File: src/rtl/uart_echo_buffer.sv
// UART echo path: edge-detects RX words, buffers them in a FIFO with an
// optional run-time transform, and drives the TX load handshake from a 3-state FSM.
module uart_echo_buffer #(
  parameter int DATA_WIDTH  = 8,
  parameter int FIFO_DEPTH  = 16,
  parameter int ACK_TIMEOUT = 4096,
  localparam int CW = $clog2(FIFO_DEPTH + 1)
) (
  input  logic                  clockIN,
  input  logic                  resetIN,
  input  logic [1:0]            modeIN,
  input  logic                  clearIN,
  input  logic                  rxReadyIN,
  input  logic [DATA_WIDTH-1:0] rxDataIN,
  input  logic                  txReadyIN,
  output logic                  txLoadOUT,
  output logic [DATA_WIDTH-1:0] txDataOUT,
  output logic [CW-1:0]         fifoCountOUT,
  output logic                  fifoEmptyOUT,
  output logic                  fifoFullOUT,
  output logic                  overflowOUT,
  output logic                  txErrorOUT
);

  localparam int PW = $clog2(FIFO_DEPTH);
  localparam int TW = $clog2(ACK_TIMEOUT);

  typedef enum logic [1:0] {
    MODE_ECHO    = 2'b00,
    MODE_INVERT  = 2'b01,
    MODE_HOLD    = 2'b10,
    MODE_DISCARD = 2'b11
  } mode_e;

  typedef enum logic [1:0] {
    ST_IDLE,
    ST_LOAD,
    ST_WAIT
  } state_e;

  mode_e                  mode;
  state_e                 state_q, state_d;
  logic                   rx_sync_q, rx_sync_d;
  logic                   rx_prev_q, rx_prev_d;
  logic [DATA_WIDTH-1:0]  rx_data_q, rx_data_d;
  logic [PW-1:0]          wr_ptr_q, wr_ptr_d;
  logic [PW-1:0]          rd_ptr_q, rd_ptr_d;
  logic [CW-1:0]          count_q, count_d;
  logic                   overflow_q, overflow_d;
  logic                   tx_error_q, tx_error_d;
  logic                   tx_load_q, tx_load_d;
  logic [DATA_WIDTH-1:0]  tx_data_q, tx_data_d;
  logic [TW-1:0]          tmo_q, tmo_d;
  logic [DATA_WIDTH-1:0]  mem_q [FIFO_DEPTH];

  logic                   empty, full, push_req, push_ok, pop, timeout_hit, mem_we;
  logic [DATA_WIDTH-1:0]  wr_data;

  assign mode    = mode_e'(modeIN);
  assign empty   = (count_q == '0);
  assign full    = (count_q == CW'(FIFO_DEPTH));
  assign wr_data = (mode == MODE_INVERT) ? ~rx_data_q : rx_data_q;

  // TX handshake FSM: pop happens in IDLE, so the word is registered into
  // txDataOUT on the same edge that raises txLoadOUT.
  always_comb begin
    // NOTE: every signal gets a default first so no path leaves it unassigned and infers a latch.
    state_d     = state_q;
    tx_load_d   = tx_load_q;
    tx_data_d   = tx_data_q;
    tmo_d       = tmo_q;
    pop         = 1'b0;
    timeout_hit = 1'b0;
    case (state_q)
      ST_IDLE: begin
        if (!empty && txReadyIN && mode != MODE_HOLD) begin
          pop       = 1'b1;
          tx_data_d = mem_q[rd_ptr_q];
          tx_load_d = 1'b1;
          tmo_d     = '0;
          state_d   = ST_LOAD;
        end
      end
      ST_LOAD: begin
        if (!txReadyIN) begin
          tx_load_d = 1'b0;
          state_d   = ST_WAIT;
        end else if (tmo_q == TW'(ACK_TIMEOUT - 1)) begin
          tx_load_d   = 1'b0;
          timeout_hit = 1'b1;
          state_d     = ST_IDLE;
        end else begin
          tmo_d = tmo_q + TW'(1);
        end
      end
      ST_WAIT: begin
        if (txReadyIN) state_d = ST_IDLE;
      end
      default: begin
        tx_load_d = 1'b0;
        state_d   = ST_IDLE;
      end
    endcase
  end

  // RX edge detection and FIFO bookkeeping; clearIN overrides any push.
  always_comb begin
    rx_sync_d  = rxReadyIN;
    rx_prev_d  = rx_sync_q;
    rx_data_d  = rxDataIN;
    push_req   = rx_sync_q && !rx_prev_q && (mode != MODE_DISCARD);
    push_ok    = push_req && (!full || pop);
    mem_we     = push_ok && !clearIN;
    wr_ptr_d   = wr_ptr_q + PW'(push_ok);
    rd_ptr_d   = rd_ptr_q + PW'(pop);
    overflow_d = overflow_q || (push_req && !push_ok);
    tx_error_d = tx_error_q || timeout_hit;
    case ({push_ok, pop})
      2'b10:   count_d = count_q + CW'(1);
      2'b01:   count_d = count_q - CW'(1);
      default: count_d = count_q;
    endcase
    if (clearIN) begin
      wr_ptr_d   = '0;
      rd_ptr_d   = '0;
      count_d    = '0;
      overflow_d = 1'b0;
      tx_error_d = 1'b0;
    end
  end

  always_ff @(posedge clockIN or posedge resetIN) begin
    if (resetIN) begin
      // NOTE: sequential state uses non-blocking assignments so every flop samples pre-edge values.
      state_q    <= ST_IDLE;
      rx_sync_q  <= 1'b1;
      rx_prev_q  <= 1'b1;
      rx_data_q  <= '0;
      wr_ptr_q   <= '0;
      rd_ptr_q   <= '0;
      count_q    <= '0;
      overflow_q <= 1'b0;
      tx_error_q <= 1'b0;
      tx_load_q  <= 1'b0;
      tx_data_q  <= '0;
      tmo_q      <= '0;
    end else begin
      state_q    <= state_d;
      rx_sync_q  <= rx_sync_d;
      rx_prev_q  <= rx_prev_d;
      rx_data_q  <= rx_data_d;
      wr_ptr_q   <= wr_ptr_d;
      rd_ptr_q   <= rd_ptr_d;
      count_q    <= count_d;
      overflow_q <= overflow_d;
      tx_error_q <= tx_error_d;
      tx_load_q  <= tx_load_d;
      tx_data_q  <= tx_data_d;
      tmo_q      <= tmo_d;
    end
  end

  // NOTE: storage has no reset; occupancy and pointers alone decide which entries are valid.
  always_ff @(posedge clockIN) begin
    if (mem_we) mem_q[wr_ptr_q] <= wr_data;
  end

  assign txLoadOUT    = tx_load_q;
  assign txDataOUT    = tx_data_q;
  assign fifoCountOUT = count_q;
  assign fifoEmptyOUT = empty;
  assign fifoFullOUT  = full;
  assign overflowOUT  = overflow_q;
  assign txErrorOUT   = tx_error_q;

endmodule
File: config.mk
export PLATFORM = sky130hd
export DESIGN_NAME = uart_echo_buffer
export DESIGN_NICKNAME = d
export VERILOG_FILES = /design/src/rtl/uart_echo_buffer.sv
export SDC_FILE = /design/constraint.sdc
export NUM_CORES = 1
export LEC_CHECK = 0
export CAP_MARGIN = 10
export CORE_ASPECT_RATIO = 1.25
export CORE_UTILIZATION = 40
export CTS_BUF_LIST = sky130_fd_sc_hd__clkbuf_8
export CTS_CLUSTER_DIAMETER = 50
export DETAILED_ROUTE_END_ITERATION = 8
export PLACE_DENSITY = 0.6
export SYNTH_ARGS = -nofsm -noshare
export SYNTH_HDL_FRONTEND = slang
export SYNTH_SLANG_ARGS = --single-unit
File: constraint.sdc
create_clock -name clockIN -period 6.1 [get_ports clockIN]
set_clock_uncertainty 0.2 [all_clocks]
set_input_delay 1.22 -clock clockIN [delete_from_list [all_inputs] [get_ports clockIN]]
set_output_delay 1.22 -clock clockIN [all_outputs]
set_load 0.05 [all_outputs]
==> results of run 1 <==
-- stage by stage --
stage	hold slack (ps)	std cells	area (um^2)	total power, mW
floorplan	151	433	7190	2.01
global placement	154	677	7760	2.22
detailed placement	157	677	7760	2.23
CTS	172	709	8140	3.00
global route	177	713	8170	3.10
finish	169	713	8170	2.97
-- critical path: cells and delay by family --
family	cells	cell delay (ps)
and+or+nand+nor	7	1770
buffers and inverters	2	640
AOI/OAI and AO/OA	2	420
adders and majority gates	1	390
-- per-layer routing --
| layer | part of all wire [%] | wire length [um] | up-vias | track usage (%) |
|---|---|---|---|---|
| met2 | 54 | 7800 | 87 | 30.1 |
| met1 | 41 | 5880 | 1987 | 20.1 |
| li1 | - | - | 1762 | - |
| met4 | 1.4 | 195 | 0 | 6.00 |
| met3 | 3.4 | 481 | 15 | 3.15 |
| met5 | 0 | 0 | - | 0 |
-- area by class of cell --
| cell class | instances | share of cell area [%] |
|---|---|---|
| Inverter | 9 | 0.413 |
| Timing Repair Buffer | 45 | 5.11 |
| Sequential cell | 176 | 61.8 |
| Multi-Input combinational cell | 227 | 24.6 |
| Tap cell | 224 | 3.43 |
| Clock buffer | 18 | 3.03 |
| Clock inverter | 14 | 1.62 |
-- registers in the layout, summed over array words and instances, names as in the netlist --
| name | count |
|---|---|
| tmo_q | 12 |
| state_q | 2 |
| txErrorOUT | 1 |
| overflowOUT | 1 |
| txDataOUT | 8 |
| rx_prev_d | 1 |
| wr_ptr_q | 4 |
| mem_q | 128 |
| txLoadOUT | 1 |
| rd_ptr_q | 4 |
| rx_data_q | 8 |
| fifoCountOUT | 5 |
| rx_prev_q | 1 |
-- cell usage in the layout, fill, tap and decap left out, types with 3 or more instances in the layout --
| cell type | count |
|---|---|
| nor2b_1 | 7 |
| a21oi_1 | 14 |
| mux2_2 | 9 |
| nand2_1 | 12 |
| o22ai_1 | 16 |
| inv_1 | 7 |
| nor3_1 | 4 |
| clkbuf_8 | 18 |
| o21ai_0 | 8 |
| mux4_2 | 32 |
| clkinv_4 | 4 |
| a31oi_1 | 3 |
| xnor2_1 | 16 |
| nand3_1 | 13 |
| inv_6 | 4 |
| nand2b_1 | 7 |
| nor2_1 | 32 |
| clkdlybuf4s50_1 | 32 |
| dfrtp_1 | 44 |
| edfxtp_1 | 128 |
| ha_1 | 8 |
| mux2i_1 | 4 |
| clkinvlp_4 | 3 |
| xor2_1 | 3 |
| nand4_1 | 4 |
| nor4_1 | 5 |
| buf_4 | 13 |
-- synth_stat cells, types with 4 or more instances --
cell | number | area [um^2]
edfxtp_1 | 128 | 3840
dfrtp_1 | 46 | 1150
mux4_2 | 32 | 721
nor2_1 | 32 | 120
o22ai_1 | 16 | 100
xnor2_1 | 16 | 140
a21oi_1 | 14 | 70.1
nand3_1 | 13 | 65.1
nand2_1 | 12 | 45.0
clkbuf_1 | 11 | 41.3
mux2_2 | 9 | 101
ha_1 | 8 | 100
inv_1 | 8 | 30.0
o21ai_0 | 8 | 40.0
nand2b_1 | 7 | 43.8
nor2b_1 | 7 | 43.8
nor4_1 | 5 | 31.3
buf_2 | 4 | 20.0
mux2i_1 | 4 | 40.0
nand4_1 | 4 | 25.0
nor3_1 | 4 | 20.0
-- cells by family after synthesis --
logic type                 after synthesis
xor gates and xnor gates                19
DFF                                    176
AOI/OAI and AO/OA                       48
muxes                                   45
and+or+nand+nor                        106
buffers and inverters                   30
adders and majority gates                9
-- power breakdown --
group / switching, mW / leakage [nW] / total [mW] / internal (mW)
combinational: 0.463 / 0.836 / 0.784 / 0.321
sequential: 0.0575 / 1.76 / 1.42 / 1.36
clock: 0.428 / 0.186 / 0.767 / 0.339
total: 0.948 / 2.79 / 2.97 / 2.02
-- worst paths after layout --
path | from | to | slack [ps] | cells after the start
worst min-delay path | rx_prev_d$_DFF_PP1_ | rx_prev_q$_DFF_PP1_ | 170 | 0
max in group asynchronous | resetIN | rd_ptr_q[0]$_DFF_PP0_ | 4150 | 3
worst max register to register | state_q[0]$_DFFE_PP0P_ | fifoCountOUT[4]$_DFFE_PP0P_ | 2690 | 11
min in group asynchronous | resetIN | fifoCountOUT[4]$_DFFE_PP0P_ | 1060 | 3
worst min register to register | rx_prev_d$_DFF_PP1_ | rx_prev_q$_DFF_PP1_ | 170 | 0
worst max-delay path | txReadyIN | fifoCountOUT[4]$_DFFE_PP0P_ | 1820 | 12
==> impl_metrics.csv, run 1 <==
group,metric,value,unit
logic_synthesis,netlist_area,0.00719,mm^2
logic_synthesis,synth_top_family_by_area,"multiplexers",
detailed_routing,via_count,3851,
logic_synthesis,synth_xor_area_share,2.32,%
logic_synthesis,async_flop_share,27.3,%
die,dieWidth,122,um
logic_synthesis,synthAdderAreaFrac,1.67,%
global_routing,grt_pass1_wl,22800,um
cts,clock_sinks,176,
cts,cts_hold_buffers,0,
cts,cts_buffer_depth,2,
cells_and_area,n_fill_cell,1469,
critical_path,path_max_fanout,8,
timing,worst_pin_slew,1140,ps
logic_synthesis,syn_nets,457,
timing,post-route-min-period,4280,ps
cts,clk_pin_slew,90,ps
timing,worst_slack,1820,ps
die,io_pins,33,
cells_and_area,antennaDiodeCount,0,
global_routing,gr-total-overflow,0,
timing,fmax,233,MHz
timing,rsz0062_at_grt,"false",
logic_synthesis,syn_area_per_cell,16.6,um^2
timing,period_share,70.2,%
critical_path,crit_chain,"clkdlybuf4s50_1 > or3b_1 > or2_0 > or2_1 > inv_2 > nand2_1 > fa_1 > nand2b_1 > a21oi_1 > nor3_1 > or3_1 > a31oi_1",
logic_synthesis,post_synth_num_cell_types,52,
place,portBuffers,32,
run,maxCapViolCount,0,
logic_synthesis,ys.flop_type,"edfxtp_1",
logic_synthesis,yosys_register_bits,176,
cells_and_area,layout.nets,500,
timing,slew_violations,0,
global_routing,grt_usage,16.9,%
detailed_routing,drc,0,
logic_synthesis,synth_warnings,0,
critical_path,path_class,"input port to flop",
worst_hold_path,min_path_type,"flop to flop",
detailed_routing,detail-route-antenna-nets,0,
critical_path,slowest_stage,"clkdlybuf4s50_1",
timing,tns,0,ps
logic_synthesis,synth_seq_area_share,70.2,%
critical_path,max_stage_delay,550,ps
detailed_routing,vias_per_cell,5.40,
cells_and_area,seq_area,0.00505,mm^2
detailed_routing,first_iter_violations,217,
global_routing,grt_max_degree,49,
critical_path,worstPathArrival,4450,ps
cts,h-tree-depth,4,
power_and_ir_drop,p_leak,2.79,nW
die,die_h,152,um
cts,cts_tree,"done",
global_routing,grt_pass1_vias,4096,
timing,finalHoldViolations,0,
timing,setup_viol,0,
place,gp_congestion,0.802,
global_routing,antenna_found_initial,0,
die,start_util,41.1,%
cells_and_area,drive_gt1_share,20.7,%
logic_synthesis,syn_inst,433,
detailed_routing,wl,14400,um
place,hpwl,9320,um
cts,root_buffer,"clkbuf_8",
logic_synthesis,synth_compound_area_share,3.99,%
logic_synthesis,yosys.area_share.simple,8.01,%
die,rows,54,
cells_and_area,multiInputGateArea,0.00201,mm^2
cts,cts_made_buffers,17,
logic_synthesis,synth_edf_count,128,
power_and_ir_drop,power_density,363,mW/mm^2
cts,clock_latency,460,ps
cts,postCtsSetupBuffers,0,
place,dp_slack,1360,ps
detailed_routing,wl_per_cell,20.1,um
timing,slew_headroom,23.4,%
run_status,status,"completed",
critical_path,worstPathRequired,6270,ps
cells_and_area,area.growth.synth_to_final,13.7,%
die,dieArea,0.0185,mm^2
die,core-area,0.0175,mm^2
critical_path,end_kind,"flop",
cts,ctsResizeCount,0,
detailed_routing,dr.pass1.iters,4,
cells_and_area,final_core_util,46.7,%
power_and_ir_drop,ir_drop,0.169,mV
critical_path,startpoint_type,"input port",
logic_synthesis,synthMuxAreaShare,12.0,%
(Power assumes the default switching activity.)
==> run 2, diff against run 1 <==
- clock period: 6.1 -> 4 ns (I/O delays scaled with it)
==> impl_metrics.csv, run 2 (synthesized netlist as in run 1, its figures left out) <==
group,metric,value,unit
power_and_ir_drop,ir_drop,0.232,mV
cells_and_area,antennaDiodeCount,0,
timing,slew_headroom,22.7,%
timing,tns,0,ps
critical_path,crit_family,"simple AND/OR/NAND/NOR gates",
cells_and_area,layout.nets,515,
detailed_routing,wl_per_cell,19.4,um
detailed_routing,routed.top_layer,"met4",
detailed_routing,dr.pass1.iters,4,
cts,cts_buffer_depth,2,
critical_path,worstPathRequired,3000,ps
cells_and_area,stdcell_count,728,
power_and_ir_drop,power_density,541,mW/mm^2
global_routing,gr-total-overflow,0,
die,start_util,41.1,%
cts,clk_pin_slew,80,ps
detailed_routing,first_iter_violations,165,
detailed_routing,wl_met3,494,um
global_routing,grt_pass1_vias,4107,
place,dp_slack,90.2,ps
timing,setup_viol,0,
global_routing,grt_max_degree,35,
power_and_ir_drop,totalPowerFinal,4.48,mW
cts,root_buffer,"clkbuf_8",
cells_and_area,final_cell_mix,"edfxtp_1 (128), dfrtp_1 (44), mux4_2 (32), clkdlybuf4s50_1 (32), nor2_1 (31)",
cells_and_area,final_common_cell,"edfxtp_1",
critical_path,critical_path_buf_inv_count,1,
critical_path,path_class,"flop to primary output",
timing,post-route-min-period,3620,ps
global_routing,grt_pass1_wl,22700,um
die,rows,54,
critical_path,slowest_stage,"clkdlybuf4s50_1",
place,hpwl,9510,um
cts,cts_made_buffers,17,
critical_path,startpoint_type,"flop",
cells_and_area,area.growth.synth_to_final,15.2,%
detailed_routing,vias_per_cell,5.33,
global_routing,antenna_found_initial,0,
critical_path,max_stage_delay,850,ps
detailed_routing,met1_length,5750,um
run_status,status,"completed",
detailed_routing,via_count,3881,
die,dieArea,0.0185,mm^2
cts,cts_hold_buffers,0,
critical_path,end_kind,"primary output",
cells_and_area,drive_gt1_share,22.6,%
cells_and_area,n_fill_cell,1475,
die,die_h,152,um
cts,ctsResizeCount,0,
detailed_routing,wl,14100,um
timing,fmax,276,MHz
cts,h-tree-depth,4,
detailed_routing,detail-route-antenna-nets,0,
cells_and_area,largest_reg_flops,128,
cts,clock_latency,460,ps
timing,rsz0062_at_grt,"false",
detailed_routing,dr_wl_met2,7570,um
cts,postCtsSetupBuffers,0,
power_and_ir_drop,p_leak,2.87,nW
timing,slew_violations,0,
place,portBuffers,32,
die,dieWidth,122,um
critical_path,path_max_fanout,7,
die,core-area,0.0175,mm^2
cts,cts_tree,"done",
critical_path,crit_chain,"or4_1 > nor2_1 > clkdlybuf4s50_1",
global_routing,grt_usage,16.8,%
worst_hold_path,min_path_type,"flop to flop",
place,place_inst,693,
timing,period_share,90.5,%
timing,worst_pin_slew,1150,ps
cells_and_area,top_regs,"mem_q x128, tmo_q x12",
run,maxCapViolCount,0,
timing,finalHoldViolations,0,
detailed_routing,drc,0,
cells_and_area,regMostFlops,"mem_q",
critical_path,worstPathArrival,2620,ps
die,io_pins,33,
timing,worst_slack,379,ps
cts,clock_sinks,176,
place,gp_congestion,0.847,
-- run 2: cell types whose count changed in the layout (fill, tap and decap cells not counted) --
cell	previous run	this run
clkinvlp_4	3	4
clkinv_2	2	0
buf_4	13	28
nor2_1	32	31
clkinv_1	0	2
nor2_2	0	1
bufinv_16	1	0
clkinv_4	4	2
inv_1	7	9
xnor2_2	0	1
inv_6	4	0
xnor2_1	16	15
clkbuf_8	18	22
-- run 2: power by group --
group | total, mW | switching, mW | internal (mW)
Clock | 1.11 | 0.607 | 0.505
Combinational | 1.14 | 0.643 | 0.501
Sequential | 2.23 | 0.154 | 2.07
-- run 2: final timing paths --
| path | from | endpoint | slack (ps) | cells after the start |
|---|---|---|---|---|
| max in group asynchronous | resetIN | tmo_q[11]$_DFFE_PP0P_ | 2290 | 3 |
| min | rx_prev_d$_DFF_PP1_ | rx_prev_q$_DFF_PP1_ | 170 | 0 |
| min reg2reg | rx_prev_d$_DFF_PP1_ | rx_prev_q$_DFF_PP1_ | 170 | 0 |
| min in group asynchronous | resetIN | fifoCountOUT[4]$_DFFE_PP0P_ | 580 | 2 |
| max | fifoCountOUT[0]$_DFFE_PP0P_ | fifoFullOUT | 380 | 3 |
| max reg2reg | state_q[0]$_DFFE_PP0P_ | fifoCountOUT[4]$_DFFE_PP0P_ | 910 | 11 |
-- run 2: layout make-up --
class / instances / area [um^2] / share of cell area, %
sequential: 176 / 5050 / 61.0
clock buffer: 22 / 303 / 3.66
inverter: 9 / 33.8 / 0.408
timing repair buffer: 60 / 531 / 6.41
clock inverter: 10 / 62.6 / 0.756
tap: 224 / 280 / 3.38
multi-input combinational: 227 / 2020 / 24.4
-- run 2: metrics by stage --
step | hold WS [ps] | util [%] | cell area, um^2
6_report | 168 | 47.3 | 8280
5_1_grt | 171 | 47.3 | 8280
4_1_cts | 169 | 47.1 | 8250
3_5_place_dp | 156 | 45.1 | 7890
3_3_place_gp | 155 | 45.1 | 7890
2_1_floorplan | 151 | - | 7190
-- run 2: routing by layer --
metal,global-route usage [%],up-vias
li1,-,1792
met1,19.5,2002
met2,29.4,66
met3,3.79,21
met4,7.23,0
met5,0,-
